### src/rtl/pcie_pkg.sv
// rtl/pcie_pkg.sv - shared TLP constants, latched request record and FSM encoding for the completion path
package pcie_pkg;

    // TLP header format/type for 3DW completions
    localparam logic [1:0] C_FMT_3DW    = 2'b00;
    localparam logic [1:0] C_FMT_3DW_D  = 2'b10;
    localparam logic [4:0] C_TYPE_CPL   = 5'b01010;

    // Completion status: successful completion
    localparam logic [2:0] C_CPL_SC     = 3'b000;

    // TRN remainder codes (active low per byte of the 64-bit beat)
    localparam logic [7:0] C_TREM_BOTH  = 8'h00;
    localparam logic [7:0] C_TREM_UPPER = 8'h0F;

    typedef enum logic [2:0] {
        S_IDLE  = 3'd0,
        S_WAIT  = 3'd1,
        S_BEAT0 = 3'd2,
        S_BEAT1 = 3'd3,
        S_DONE  = 3'd4
    } cpl_state_e;

    // Request fields captured when the completion is accepted
    typedef struct packed {
        logic        with_data;
        logic [2:0]  tc;
        logic        td;
        logic        ep;
        logic [1:0]  attr;
        logic [9:0]  len;
        logic [15:0] rid;
        logic [7:0]  tag;
        logic [3:0]  be;
        logic [4:0]  addr_hi;
        logic [15:0] cid;
    } cpl_req_t;

    // First header DW of a 3DW completion; Cpl carries no payload so its length is zero
    function automatic logic [31:0] cpl_dw0(
        input logic       with_data,
        input logic [2:0] tc,
        input logic       td,
        input logic       ep,
        input logic [1:0] attr,
        input logic [9:0] len
    );
        return {1'b0, (with_data ? C_FMT_3DW_D : C_FMT_3DW), C_TYPE_CPL, 1'b0, tc, 4'b0000,
                td, ep, attr, 2'b00, (with_data ? len : 10'd0)};
    endfunction

endpackage

### src/rtl/pcie_tx_cpl_if.sv
// rtl/pcie_tx_cpl_if.sv - 64-bit TRN transmit interface between completion engine and core
interface pcie_tx_cpl_if;

    logic [63:0] trn_td_o;
    logic [7:0]  trn_trem_n_o;
    logic        trn_tsof_n_o;
    logic        trn_teof_n_o;
    logic        trn_tsrc_rdy_n_o;
    logic        trn_tsrc_dsc_n_o;
    logic        trn_tdst_rdy_n_i;
    logic        trn_tdst_dsc_n_i;

    modport master (
        output trn_td_o, trn_trem_n_o, trn_tsof_n_o, trn_teof_n_o,
               trn_tsrc_rdy_n_o, trn_tsrc_dsc_n_o,
        input  trn_tdst_rdy_n_i, trn_tdst_dsc_n_i
    );

    modport slave (
        input  trn_td_o, trn_trem_n_o, trn_tsof_n_o, trn_teof_n_o,
               trn_tsrc_rdy_n_o, trn_tsrc_dsc_n_o,
        output trn_tdst_rdy_n_i, trn_tdst_dsc_n_i
    );

endinterface

### src/rtl/pcie_cpl_be_dec.sv
// rtl/pcie_cpl_be_dec.sv - first-DW byte-enable decode into completion byte count and lower address
module pcie_cpl_be_dec (
    input  logic [3:0]  be_i,
    input  logic [6:2]  addr_i,
    output logic [11:0] byte_count_o,
    output logic [6:0]  lower_addr_o
);

    logic [1:0] lo_bits;

    // Byte count spans first to last enabled byte; an empty mask still reports one byte
    always_comb begin
        byte_count_o = 12'd1;
        casez (be_i)
            4'b1??1:                   byte_count_o = 12'd4;
            4'b01?1, 4'b1?10:          byte_count_o = 12'd3;
            4'b0011, 4'b0110, 4'b1100: byte_count_o = 12'd2;
            default:                   byte_count_o = 12'd1;
        endcase
    end

    // Low address bits point at the first enabled byte
    always_comb begin
        lo_bits = 2'b00;
        casez (be_i)
            4'b???1: lo_bits = 2'b00;
            4'b??10: lo_bits = 2'b01;
            4'b?100: lo_bits = 2'b10;
            4'b1000: lo_bits = 2'b11;
            default: lo_bits = 2'b00;
        endcase
    end

    assign lower_addr_o = {addr_i, lo_bits};

endmodule

### src/rtl/pcie_tx_cpl.sv
// rtl/pcie_tx_cpl.sv - single-DW PIO completion transmitter onto the 64-bit TRN TX interface
module pcie_tx_cpl
    import pcie_pkg::*;
#(
    parameter int         G_RD_LATENCY = 1,
    parameter logic [2:0] G_CPL_STATUS = C_CPL_SC
) (
    input  logic          clk,
    input  logic          rst,
    input  logic          req_compl_i,
    input  logic          req_with_data_i,
    input  logic [2:0]    req_tc_i,
    input  logic          req_td_i,
    input  logic          req_ep_i,
    input  logic [1:0]    req_attr_i,
    input  logic [9:0]    req_len_i,
    input  logic [15:0]   req_rid_i,
    input  logic [7:0]    req_tag_i,
    input  logic [3:0]    req_be_i,
    input  logic [6:0]    req_addr_i,
    input  logic [15:0]   completer_id_i,
    input  logic [31:0]   rd_data_i,
    output logic          compl_done_o,
    output logic          compl_abort_o,
    pcie_tx_cpl_if.master trn
);

    localparam logic [2:0] C_LAT = 3'(G_RD_LATENCY);

    cpl_state_e  state_q, state_d;
    cpl_req_t    req_q, req_d;
    logic [31:0] rd_data_q, rd_data_d;
    logic [2:0]  wait_cnt_q, wait_cnt_d;
    logic        abort_q, abort_d;

    logic [11:0] byte_count;
    logic [6:0]  lower_addr;
    logic [31:0] dw0, dw1, dw2;

    // Address bits [1:0] are regenerated from the byte enables, so the request copy is not kept
    logic [1:0]  addr_lo_unused;
    assign addr_lo_unused = req_addr_i[1:0];

    pcie_cpl_be_dec u_be_dec (
        .be_i         (req_q.be),
        .addr_i       (req_q.addr_hi),
        .byte_count_o (byte_count),
        .lower_addr_o (lower_addr)
    );

    assign dw0 = cpl_dw0(req_q.with_data, req_q.tc, req_q.td, req_q.ep, req_q.attr, req_q.len);
    assign dw1 = {req_q.cid, G_CPL_STATUS, 1'b0, byte_count};
    assign dw2 = {req_q.rid, req_q.tag, 1'b0, lower_addr};

    assign trn.trn_tsrc_dsc_n_o = 1'b1;

    // State, latched request, read data and wait counter registers
    always_ff @(posedge clk) begin
        if (rst) begin
            state_q    <= S_IDLE;
            req_q      <= '0;
            rd_data_q  <= '0;
            wait_cnt_q <= '0;
            abort_q    <= 1'b0;
        end else begin
            state_q    <= state_d;
            req_q      <= req_d;
            rd_data_q  <= rd_data_d;
            wait_cnt_q <= wait_cnt_d;
            abort_q    <= abort_d;
        end
    end

    // Next-state logic and TRN beat generation; outputs follow the state register directly
    always_comb begin
        state_d                = state_q;
        req_d                  = req_q;
        rd_data_d              = rd_data_q;
        wait_cnt_d             = wait_cnt_q;
        abort_d                = abort_q;
        compl_done_o           = 1'b0;
        compl_abort_o          = 1'b0;
        trn.trn_td_o           = 64'd0;
        trn.trn_trem_n_o       = C_TREM_BOTH;
        trn.trn_tsof_n_o       = 1'b1;
        trn.trn_teof_n_o       = 1'b1;
        trn.trn_tsrc_rdy_n_o   = 1'b1;

        case (state_q)
            S_IDLE: begin
                abort_d = 1'b0;
                if (req_compl_i) begin
                    req_d.with_data = req_with_data_i;
                    req_d.tc        = req_tc_i;
                    req_d.td        = req_td_i;
                    req_d.ep        = req_ep_i;
                    req_d.attr      = req_attr_i;
                    req_d.len       = req_len_i;
                    req_d.rid       = req_rid_i;
                    req_d.tag       = req_tag_i;
                    req_d.be        = req_be_i;
                    req_d.addr_hi   = req_addr_i[6:2];
                    req_d.cid       = completer_id_i;
                    wait_cnt_d      = 3'd1;
                    state_d         = S_WAIT;
                end
            end
            S_WAIT: begin
                if (wait_cnt_q == C_LAT) begin
                    rd_data_d = rd_data_i;
                    state_d   = S_BEAT0;
                end else begin
                    wait_cnt_d = wait_cnt_q + 3'd1;
                end
            end
            S_BEAT0: begin
                trn.trn_td_o         = {dw0, dw1};
                trn.trn_tsof_n_o     = 1'b0;
                trn.trn_tsrc_rdy_n_o = 1'b0;
                if (!trn.trn_tdst_dsc_n_i) begin
                    abort_d = 1'b1;
                    state_d = S_DONE;
                end else if (!trn.trn_tdst_rdy_n_i) begin
                    state_d = S_BEAT1;
                end
            end
            S_BEAT1: begin
                trn.trn_td_o         = {dw2, (req_q.with_data ? rd_data_q : 32'd0)};
                trn.trn_trem_n_o     = req_q.with_data ? C_TREM_BOTH : C_TREM_UPPER;
                trn.trn_teof_n_o     = 1'b0;
                trn.trn_tsrc_rdy_n_o = 1'b0;
                if (!trn.trn_tdst_dsc_n_i) begin
                    abort_d = 1'b1;
                    state_d = S_DONE;
                end else if (!trn.trn_tdst_rdy_n_i) begin
                    state_d = S_DONE;
                end
            end
            S_DONE: begin
                compl_done_o  = 1'b1;
                compl_abort_o = abort_q;
                state_d       = S_IDLE;
            end
            default: begin
                state_d = S_IDLE;
            end
        endcase
    end

endmodule

### src/flat_wrapper.sv
// flat-port wrapper written by rule: the top's interface ports become plain ports
module pcie_tx_cpl_flat import pcie_pkg::*;
#(
    parameter int         G_RD_LATENCY = 1,
    parameter logic [2:0] G_CPL_STATUS = C_CPL_SC
)
  (clk, rst, req_compl_i, req_with_data_i, req_tc_i, req_td_i, req_ep_i, req_attr_i, req_len_i, req_rid_i, req_tag_i, req_be_i, req_addr_i, completer_id_i, rd_data_i, compl_done_o, compl_abort_o, trn_trn_td_o, trn_trn_trem_n_o, trn_trn_tsof_n_o, trn_trn_teof_n_o, trn_trn_tsrc_rdy_n_o, trn_trn_tsrc_dsc_n_o, trn_trn_tdst_rdy_n_i, trn_trn_tdst_dsc_n_i);
  pcie_tx_cpl_if trn_i ();
  input  logic clk;
  input  logic rst;
  input  logic req_compl_i;
  input  logic req_with_data_i;
  input  logic [2:0] req_tc_i;
  input  logic req_td_i;
  input  logic req_ep_i;
  input  logic [1:0] req_attr_i;
  input  logic [9:0] req_len_i;
  input  logic [15:0] req_rid_i;
  input  logic [7:0] req_tag_i;
  input  logic [3:0] req_be_i;
  input  logic [6:0] req_addr_i;
  input  logic [15:0] completer_id_i;
  input  logic [31:0] rd_data_i;
  output logic compl_done_o;
  output logic compl_abort_o;
  output wire logic [$bits(trn_i.trn_td_o)-1:0] trn_trn_td_o;
  output wire logic [$bits(trn_i.trn_trem_n_o)-1:0] trn_trn_trem_n_o;
  output wire logic [$bits(trn_i.trn_tsof_n_o)-1:0] trn_trn_tsof_n_o;
  output wire logic [$bits(trn_i.trn_teof_n_o)-1:0] trn_trn_teof_n_o;
  output wire logic [$bits(trn_i.trn_tsrc_rdy_n_o)-1:0] trn_trn_tsrc_rdy_n_o;
  output wire logic [$bits(trn_i.trn_tsrc_dsc_n_o)-1:0] trn_trn_tsrc_dsc_n_o;
  input wire logic [$bits(trn_i.trn_tdst_rdy_n_i)-1:0] trn_trn_tdst_rdy_n_i;
  input wire logic [$bits(trn_i.trn_tdst_dsc_n_i)-1:0] trn_trn_tdst_dsc_n_i;
  assign trn_trn_td_o = trn_i.trn_td_o;
  assign trn_trn_trem_n_o = trn_i.trn_trem_n_o;
  assign trn_trn_tsof_n_o = trn_i.trn_tsof_n_o;
  assign trn_trn_teof_n_o = trn_i.trn_teof_n_o;
  assign trn_trn_tsrc_rdy_n_o = trn_i.trn_tsrc_rdy_n_o;
  assign trn_trn_tsrc_dsc_n_o = trn_i.trn_tsrc_dsc_n_o;
  assign trn_i.trn_tdst_rdy_n_i = trn_trn_tdst_rdy_n_i;
  assign trn_i.trn_tdst_dsc_n_i = trn_trn_tdst_dsc_n_i;
  pcie_tx_cpl #(.G_RD_LATENCY(G_RD_LATENCY), .G_CPL_STATUS(G_CPL_STATUS)) u_core (.clk(clk), .rst(rst), .req_compl_i(req_compl_i), .req_with_data_i(req_with_data_i), .req_tc_i(req_tc_i), .req_td_i(req_td_i), .req_ep_i(req_ep_i), .req_attr_i(req_attr_i), .req_len_i(req_len_i), .req_rid_i(req_rid_i), .req_tag_i(req_tag_i), .req_be_i(req_be_i), .req_addr_i(req_addr_i), .completer_id_i(completer_id_i), .rd_data_i(rd_data_i), .compl_done_o(compl_done_o), .compl_abort_o(compl_abort_o), .trn(trn_i));
endmodule
### config.mk
export PLATFORM = sky130hd
export DESIGN_NAME = pcie_tx_cpl_flat
export DESIGN_NICKNAME = d
export VERILOG_FILES = /design/src/rtl/pcie_pkg.sv /design/src/rtl/pcie_tx_cpl_if.sv /design/src/rtl/pcie_cpl_be_dec.sv /design/src/rtl/pcie_tx_cpl.sv /design/src/flat_wrapper.sv
export SDC_FILE = /design/constraint.sdc
export NUM_CORES = 1
export LEC_CHECK = 0
export ABC_CLOCK_PERIOD_IN_PS = 1900
export CORE_ASPECT_RATIO = 1.75
export CORE_MARGIN = 4
export CORE_UTILIZATION = 40
export CTS_CLUSTER_DIAMETER = 120
export DETAILED_ROUTE_END_ITERATION = 8
export PLACE_DENSITY = 0.77
export SLEW_MARGIN = 20
export SYNTH_ARGS = -nofsm -noshare
export SYNTH_HDL_FRONTEND = slang
export SYNTH_SLANG_ARGS = --single-unit
### constraint.sdc
create_clock -name clk -period 1.9 [get_ports clk]
set_input_delay 0.475 -clock clk [delete_from_list [all_inputs] [get_ports clk]]
set_output_delay 0.475 -clock clk [all_outputs]
set_load 0.02 [all_outputs]
==> run_results.csv <==
group,metric,value,unit
global_route,grt_pass1_vias,4857,
detailed_routing,routed_via_density,5.188,
detailed_routing,drtIter0Drc,154,
place,place.gp.congestion,0.8211,
setup_path,r2r_start,"u_core.state_q[1]",
global_route,antenna_found_initial,0,
clock_tree,cts.sinks,106,
synthesis,ys_seq_elements,106,
floorplan,core-area,11710,um^2
timing,tns,-9.940,ns
global_route,grt.overflow.total,0,
synthesis,ys.flop_type,"dfxtp_1",
clock_tree,clk_pin_slew,0.07,ns
power,powerDensity,728.4,nW/um^2
hold_path,hp-class,"reg2reg",
clock_tree,clock_latency,0.35,ns
timing,period_needed,2.132,ns
detailed_routing,routedWlPerCell,15.43,um
synthesis,synth_top_family_by_area,"simple AND/OR/NAND/NOR gates",
layout,syn2layout_area_growth,53.83,%
clock_tree,clockBufferDepth,2,
layout,antenna_cells,0,
synthesis,synth.area.mux_share,0.01661,
clock_tree,cts_buffers,9,
setup_path,criticalPathCategory,"reg2out",
timing,hold_viol_final,0,
place,port-buffer-count,176,
timing,holdWs,0.4495,ns
setup_path,startpoint,"u_core.state_q[2]",
outcome,outcome,"finished with violations",
synthesis,yosysWarnings,0,
synthesis,ys_seq_area_frac,0.4402,
floorplan,die-area,13940,um^2
timing,rsz0062_at_grt,"true",
outcome,violations,"setup timing",
setup_path,arrival,1.66,ns
synthesis,synth_area_leaders,"dfxtp_1 44%, nand2_1 11%, a21oi_1 11%, or3_1 4.5%, a22o_1 4.2%",
synthesis,syn_area_per_cell,7.640,um^2
floorplan,ios,184,
synthesis,syn_area,4821,um^2
power,p_sw,1467,uW
power,switching_share,0.2716,
synthesis,synth_edf_count,0,
clock_tree,cts_tree,"done",
flow_run,timing.max_cap.violations,0,
power,power.leakage,0.003018,uW
power,clock_power_share,0.350,
detailed_routing,drc,0,
clock_tree,htreeDepth,3,
detailed_routing,vias,4877,
timing,setup_slack,-0.2319,ns
synthesis,synth_area_leader_cell,"dfxtp_1",
power,p_total,5401,uW
synthesis,synth-async-reset-ratio,0,
synthesis,synth_xor_area_frac,0,
clock_tree,root_buffer,"clkbuf_16",
detailed_routing,antenna_left,0,
floorplan,fp.dieW,90.99,um
layout,n_fill_cell,1029,
synthesis,synth_top_area_frac,0.4402,
setup_path,cp.required,1.42,ns
synthesis,synth-simple-area-share,0.2266,
detailed_routing,firstDrtPassIters,4,
synthesis,synthAdderAreaFrac,0.005191,
power,p_comb_frac,0.195,
setup_path,endpoint_kind,"primary output",
timing,finalSetupViolations,68,
clock_tree,ctsHoldBuffers,0,
floorplan,die_h,153.2,um
timing,finalCritPeriodShare,1.122,
place,dp_hpwl,10.37,mm
floorplan,initial_core_util,0.4116,
timing,drv_slew,0,
synthesis,syn_inst,631,
setup_path,critPathMaxFanout,5,
floorplan,rows,52,
setup_path,critPathLaunchType,"flop",
global_route,grt_pass1_wl,23.38,mm
timing,fin_worst_skew,0.009576,ns
synthesis,synth_compound_area_frac,0.2136,
global_route,grt.total_usage,0.2045,
synthesis,ys_types,41,
detailed_routing,wirelength,14.50,mm
power,pwr-share-seq,0.455,
layout,layout-drive-gt1-share,0.2137,
layout,fin_nets,908,
layout,final_util,0.6332,
timing,fmax,469.1,MHz
hold_path,min_from,"u_core.dw2[10]",
global_route,grt_max_degree,65,
power,p_int,3934,uW
power,max-vdd-ir-drop,0.0005038,V
-- state kept, by name, summed over array words and instances, names as in the netlist --
signal / count
u_core.abort_q: 1
u_core.dw0: 7
u_core.dw1: 16
u_core.dw2: 24
u_core.rd_data_q: 32
u_core.req_q: 20
u_core.state_q: 3
u_core.wait_cnt_q: 3
-- cell usage in the layout, fill, tap and decap left out, types with 13 or more instances in the layout --
| master | n |
|---|---|
| clkdlybuf4s15_2 | 20 |
| nand2_1 | 140 |
| and2_1 | 13 |
| or3_1 | 33 |
| a21oi_1 | 97 |
| buf_4 | 42 |
| o21ai_0 | 37 |
| buf_6 | 38 |
| dfxtp_1 | 103 |
| a22o_1 | 22 |
| clkdlybuf4s50_1 | 102 |
| inv_1 | 38 |
| and3_1 | 13 |
-- cell families after synthesis --
family,count (synthesis)
AND/OR/NAND/NOR,229
AO/OA/AOI/OAI,179
flip-flops,106
buffers and inverters,105
multiplexers,8
adder cells (fa/ha/maj),2
other,2
-- Yosys cell counts (8+ instances only) --
cell        n
nand2_1   140
dfxtp_1   106
a21oi_1   103
clkbuf_1   41
inv_1      38
o21ai_0    37
or3_1      35
a22o_1     23
and2_1     15
and3_1     13
buf_2      11
nor2_1     11
buf_4       9
mux2i_1     8
-- metal layers --
| layer | GRT usage | wire (um) |
|---|---|---|
| met5 | 0 | 0 |
| met4 | 0.1079 | 580 |
| met3 | 0.03542 | 614 |
| met2 | 0.3742 | 7931 |
| met1 | 0.2203 | 5375 |
-- final timing paths --
check	end	slack (ns)	cells past startpoint
setup / recovery	trn_trn_td_o[33]	-0.23	4
hold / removal	u_core.dw2[10]	0.45	2
setup reg to reg	u_core.wait_cnt_q[0]	0.01	7
hold reg to reg	u_core.dw2[10]	0.45	2
-- worst max-delay path, stage by stage (launching register included) --
cell and delay (ns):
dfxtp_4 0.37, and3b_2 0.30, inv_1 0.11, o41ai_2 0.34
buf_4 0.21
-- power by group through the flow --
stage          Combinational, uW  Clock, uW  Sequential (uW)
2_1_floorplan                554          0             2480
3_5_place_dp                 982          0             2500
6_report                    1050       1890             2460
3_3_place_gp                 952          0             2490
5_1_grt                     1160       2030             2480
4_1_cts                     1010       1950             2450
-- per-stage QoR --
| stage | std cells | instance area [um^2] | worst slack [ns] |
|---|---|---|---|
| after floorplan | 634 | 4872 | -0.06351 |
| after global placement | 914 | 6838 | -0.3410 |
| after detailed placement | 914 | 6838 | -0.3739 |
| after CTS | 936 | 7243 | -0.2508 |
| after global routing | 940 | 7416 | -0.3026 |
| final | 940 | 7416 | -0.2319 |
-- timing repair --
item	CTS	global route
endpoints found under the hold margin	0	0
setup endpoints to repair	75	76
pin swaps	3	5
gates cloned	1	0
buffers inserted	6	6
resized for setup	347	56
-- final cells by class --
class,count,area (um^2),area share
timing repair buffer,221,2237,0.3017
sequential,106,2133,0.2877
clock buffer,9,225.2,0.03037
tap,135,168.9,0.02278
inverter,39,151.4,0.02042
clock inverter,7,82.58,0.01114
multi-input combinational,423,2417,0.3260
Power figures use the tool's default switching activity.
==> RTL change 1, RTL diff (config.mk and constraints unchanged) <==
The 5 states of `cpl_state_e` get a one-hot encoding in 5 bits.
--- a/src/rtl/pcie_pkg.sv
+++ b/src/rtl/pcie_pkg.sv
@@ -14,10 +14,10 @@
     localparam logic [7:0] C_TREM_UPPER = 8'h0F;
 
-    typedef enum logic [2:0] {
-        S_IDLE  = 3'd0,
-        S_WAIT  = 3'd1,
-        S_BEAT0 = 3'd2,
-        S_BEAT1 = 3'd3,
-        S_DONE  = 3'd4
+    typedef enum logic [4:0] {
+        S_IDLE  = 5'b00001,
+        S_WAIT  = 5'b00010,
+        S_BEAT0 = 5'b00100,
+        S_BEAT1 = 5'b01000,
+        S_DONE  = 5'b10000
     } cpl_state_e;
 
Formal check against the unedited RTL: same outputs for any inputs over 4 cycles, from zero or initial values and one cycle with rst high; so few cycles prove little.
==> RTL change 1 against the original RTL <==
The flow still finishes with violations (negative setup slack). Area after synthesis is 4.7% lower. Cell area fell by 2.5%. Worst setup slack worse by 110 ps. Global-route usage up 0.88 points. Utilization is 1.4 points higher. Total power decreased by 8.9%. Wire length fell by 0.47%. Combinational power shrank 41%. Sequential cell count up 2. Clock skew down 2.4 ps.
==> RTL change 1: results (changes against the original RTL) <==
- Status: complete, but fails checks (unchanged)
- Failing checks: negative setup slack (unchanged)
- First-pass GRT wire length: 22270 µm (was 23380 µm)
- Max reg flops: 32 (unchanged)
- TritonRoute pass-1 iters: 5 (was 4)
- Clock Skews: 7.158 ps (was 9.576 ps)
- Leak pwr: 2.902 nW (was 3.018 nW)
- Endpoints failing setup: 70 (was 68)
- Hpwl dp: 10070 µm (was 10370 µm)
- Routed WL: 14440 µm (was 14500 µm)
- Setup tns final: -17710 ps (was -9940 ps)
- Max Buffers Root-to-Sink: 2 (unchanged)
- Crit Path Max Fanout: 7 (was 5)
- Largest net degree at the start of global routing: 56 (was 65)
- Synth cell count leaders: 203 x nand2_1, 108 x dfxtp_1, 107 x a21oi_1 (was 140 x nand2_1, 106 x dfxtp_1, 103 x a21oi_1)
- CP delay by family, top: simple AND/OR/NAND/NOR gates (was flip-flops)
- Post-synthesis cell type count: 41 (unchanged)
- Antenna violations before repair: 0 (unchanged)
- Slowest library cell on the worst path: or3_4 (was dfxtp_4)
- Synth Flop Type: dfxtp_1 (unchanged)
- Sequential fraction of the synthesis area: 47.08% (was 44.02%)
- Vias in the first global route: 4697 (was 4857)
- Setup ws final: -338.1 ps (was -231.9 ps)
- Crit-path max cell delay: 410 ps (was 370 ps)
- Fill cells: 963 (was 1029)
- N_diodes: 0 (unchanged)
- Top cells by area, synth: dfxtp_1 47%, nand2_1 17%, a21oi_1 12% (was dfxtp_1 44%, nand2_1 11%, a21oi_1 11%)
- Layout Nets: 883 (was 908)
- DP Worst Slack: -540.8 ps (was -373.9 ps)
- Reg clk slew, reported paths: 70 ps (about the same)
- Port Buf Inserts: 176 (unchanged)
- CP arrival: 1760 ps (was 1660 ps)
- Latest clock arrival within the worst-skew pair: between 300 and 400 ps
- Tot GR Track Use: 21.33% (was 20.45%)
- H-tree levels: 3 (unchanged)
- Vias per cell: 5.159 (was 5.188)
- Largest reg by FF count: u_core.rd_data_q (unchanged)
- TritonCTS buffer count: 9 (unchanged)
- Worst VDD drop: 0.5231 mV (was 0.5038 mV)
- Iter 0 DRT Violations: 145 (was 154)
- Share of post-route cells with drive strength above 1: 23.33% (was 21.37%)
- Asr flop ratio synth: 0% (unchanged)
- GP Congestion: 0.8099 (was 0.8211)
[RTL change 1: changes by cell type in the layout (fill, tap and decap cells not counted), moves of 11 or more]
cell	change
nand2_1	+62
buf_6	+22
or3_1	-33
o21ai_0	-36
clkdlybuf4s15_2	-20
inv_1	-34
buf_4	+12
and2_4	+11
[RTL change 1: what timing repair did]
item                       4_1_cts  5_1_grt
gates resized for setup        381       81
setup endpoints to repair       73       73
setup buffers                    7        5
hold buffers                     0        0
cloned                           2        0
pin swaps                        5       12
[RTL change 1: cell type report]
cell class	count	area [µm²]	area share, %
flip-flops and latches	108	2171	30.03
multi-input cells	427	2302	31.84
well taps	132	165.2	2.285
repair buffers	224	2270	31.40
clock buffers	10	229.0	3.167
inverters	5	22.52	0.3115
clock inverters	6	70.07	0.9692
[RTL change 1: cells by family after synthesis]
| kind of cell | synth area share, % |
|---|---|
| buffers and inverters | 6.676 |
| flip-flops | 47.08 |
| AO/OA/AOI/OAI | 20.08 |
| other | 0.1635 |
| AND/OR/NAND/NOR | 25.45 |
| adder cells (fa/ha/maj) | 0.5449 |
[RTL change 1: routing by layer]
layer / share of wire [%] / vias up / GRT usage, %
met2: 52 / 201 / 37.91
met1: 37 / 2140 / 23.54
met3: 8.4 / 31 / 4.904
li1: - / 2333 / -
met4: 3.4 / 0 / 9.389
met5: 0 / - / 0
[RTL change 1: per-stage QoR]
stage               area (µm²)  util, %  instances
floorplan                 4676        -        597
global placement          6678    59.80        886
detailed placement        6678    59.80        886
CTS                       6973    62.44        911
global route              7229    64.74        912
finish                    7229    64.74        912
[RTL change 1: report_power, final]
part	switching (mW)	internal [mW]
clock	0.824	1.04
combinational	0.290	0.334
sequential	0.0671	2.37
[RTL change 1: path summary, 6_finish.rpt]
path / to / slack (ps) / cells past startpoint / startpoint
setup / recovery: trn_trn_td_o[54] / -340 / 6 / u_core.state_q[0]
hold / removal: u_core.dw0[12] / 450 / 2 / u_core.dw0[12]
setup reg to reg: u_core.rd_data_q[3] / 200 / 7 / u_core.state_q[2]
hold reg to reg: u_core.dw0[12] / 450 / 2 / u_core.dw0[12]
[RTL change 1: worst register-to-register path: stages (launching register included)]
cell,delay (ps)
dfxtp_2,340
buf_6,120
buf_4,140
nor4_4,320
and4b_1,300
buf_12,200
nand2_1,80
a21oi_1,130
==> RTL change 2, RTL diff (config.mk and constraints unchanged) <==
Made on the original files. `rd_data_q` no longer has a reset.
--- a/src/rtl/pcie_tx_cpl.sv
+++ b/src/rtl/pcie_tx_cpl.sv
@@ -60,5 +60,4 @@
             state_q    <= S_IDLE;
             req_q      <= '0;
-            rd_data_q  <= '0;
             wait_cnt_q <= '0;
             abort_q    <= 1'b0;
@@ -66,8 +65,11 @@
             state_q    <= state_d;
             req_q      <= req_d;
-            rd_data_q  <= rd_data_d;
             wait_cnt_q <= wait_cnt_d;
             abort_q    <= abort_d;
         end
+    end
+
+    always_ff @(posedge clk) begin
+        rd_data_q <= rd_data_d;
     end
 
Formal check against the unedited RTL: same outputs for any inputs over 10 cycles, from zero or initial values and one cycle with rst high; that may be too few to reach the edited logic, so the function may still have changed.
==> RTL change 2 against the original RTL <==
Total power about the same. Via count decreased by 12%. Sequential cell count unchanged. Register-to-register slack got worse by 120 ps. The run still ends with negative setup slack left. Wire length decreased by 0.94%. Die area decreased by 8.3%. First-iteration DRC count increased by 35%. Global-route usage about the same. Worst setup slack about the same. Final cell count decreased by 13%. Synthesized cell count decreased by 23%. Area after synthesis decreased by 8.9%. Combinational power decreased by 7%. Cell area decreased by 2.6%.
==> RTL change 2: results (changes against the original RTL) <==
- First-pass GRT wire length: 20670 µm (was 23380 µm)
- Hold Crit Class: flop to flop (unchanged)
- EDFF count, synth: 32 (was 0)
- Syn Inst Count: 485 (was 631)
- Vias in the first global route: 4365 (was 4857)
- CP arrival: 1660 ps (about the same)
- Placed Cells incl. Taps: 779 (was 914)
- Share of post-route cells with drive strength above 1: 26.38% (was 21.37%)
- Post-synthesis cell type count: 42 (was 41)
- DP Worst Slack: -329.1 ps (was -373.9 ps)
- H-tree levels: 3 (unchanged)
- Hpwl dp: 9186 µm (was 10370 µm)
- Dpl cell area: 6477 µm² (was 6838 µm²)
- Max reg flops: 32 (unchanged)
- Root buffer cell: clkbuf_16 (unchanged)
- Status: complete, but fails checks (unchanged)
- Worst VDD drop: 0.6081 mV (was 0.5038 mV)
- Tot GR Track Use: 20.49% (was 20.45%)
- Warnings, synthesis: 0 (unchanged)
- Iter 0 DRT Violations: 208 (was 154)
- Reg clk slew, reported paths: 70 ps (about the same)
- Largest net degree at the start of global routing: 46 (was 65)
- Synth cell count leaders: 142 x nand2_1, 74 x dfxtp_1, 71 x a21oi_1 (was 140 x nand2_1, 106 x dfxtp_1, 103 x a21oi_1)
- Top cells by area, synth: dfxtp_1 34%, edfxtp_1 22%, nand2_1 12% (was dfxtp_1 44%, nand2_1 11%, a21oi_1 11%)
- GP Congestion: 0.8196 (was 0.8211)
- Sequential fraction of the synthesis area: 55.61% (was 44.02%)
- Crit Path Max Fanout: 6 (was 5)
- Crit-path max cell delay: 350 ps (was 370 ps)
- Leak pwr: 2.880 nW (was 3.018 nW)
- Failing checks: negative setup slack (unchanged)
- Antenna violations before repair: 0 (unchanged)
- Vias per cell: 5.243 (was 5.188)
- Cell taking the most area after synthesis: dfxtp_1 (unchanged)
- Latest clock arrival within the worst-skew pair: 340 ps
- Port Buf Inserts: 176 (unchanged)
- Clock Skews: 5.314 ps (was 9.576 ps)
- Layout Nets: 789 (was 908)
- Post-Layout Cell Count: 816 (was 940)
- Setup ws final: -232.1 ps (was -231.9 ps)
- Routed WL: 14370 µm (was 14500 µm)
- Endpoints failing setup: 139 (was 68)
- Setup tns final: -13190 ps (was -9940 ps)
- TritonRoute pass-1 iters: 4 (unchanged)
- Max Buffers Root-to-Sink: 2 (unchanged)
- Largest reg by FF count: u_core.rd_data_q (unchanged)
- Fill cells: 855 (was 1029)
- TritonCTS buffer count: 9 (unchanged)
- N_diodes: 0 (unchanged)
- Asr flop ratio synth: 0% (unchanged)
- Slowest library cell on the worst path: nor4bb_4 (was dfxtp_4)
-- RTL change 2: changes by cell type after synthesis, sizes merged, moves of 32 or more --
cell	delta
or3	-32
edfxtp	+32
o21ai	-32
dfxtp	-32
inv	-32
a21oi	-32
-- RTL change 2: cell families after synthesis --
kind of cell,after synthesis,synth area share (%)
multiplexers,7,1.596
AND/OR/NAND/NOR,202,20.43
adder cells (fa/ha/maj),2,0.5697
AO/OA/AOI/OAI,115,16.30
buffers and inverters,51,5.328
flip-flops,106,55.61
other,2,0.1710
-- RTL change 2: final timing paths --
kind / start / to / slack [ps] / depth (start not counted)
max: u_core.state_q[0] / trn_trn_td_o[37] / -230 / 6
min: u_core.dw2[31] / u_core.dw2[31] / 460 / 2
max reg2reg: u_core.state_q[0] / u_core.wait_cnt_q[1] / -110 / 8
min reg2reg: u_core.dw2[31] / u_core.dw2[31] / 460 / 2
-- RTL change 2: worst max-delay path, delay by kind of cell (launching register included) --
family | cells | cell delay, ps
AOI/OAI and AO/OA | 1 | 130
buffers and inverters | 4 | 520
DFF | 1 | 320
and+or+nand+nor | 1 | 350
-- RTL change 2: what timing repair did --
action / CTS / global route
setup endpoints to repair: 175 / 173
pin swaps: 5 / 11
resized for setup: 361 / 99
gates cloned: 4 / 8
buffers inserted: 5 / 6
-- RTL change 2: layer usage --
layer	GRT usage (%)	part of all wire, %
met5	0	0
met4	8.986	4.3
met3	5.477	7.7
met2	37.25	53
met1	21.37	35
-- RTL change 2: layout make-up --
cell class                 count  area, µm²  area share, %
clock buffer                  13      292.8          4.055
tap                          130      162.7          2.253
clock inverter                 3      17.52         0.2426
sequential                   106       2451          33.95
multi-input combinational    332       1911          26.46
inverter                       6      32.53         0.4505
timing repair buffer         226       2354          32.59
-- RTL change 2: report_power, final --
| group | internal, mW | switching, mW | total (mW) |
|---|---|---|---|
| Sequential | 2.48 | 0.0790 | 2.56 |
| Combinational | 0.524 | 0.456 | 0.981 |
| Clock | 1.08 | 0.784 | 1.86 |
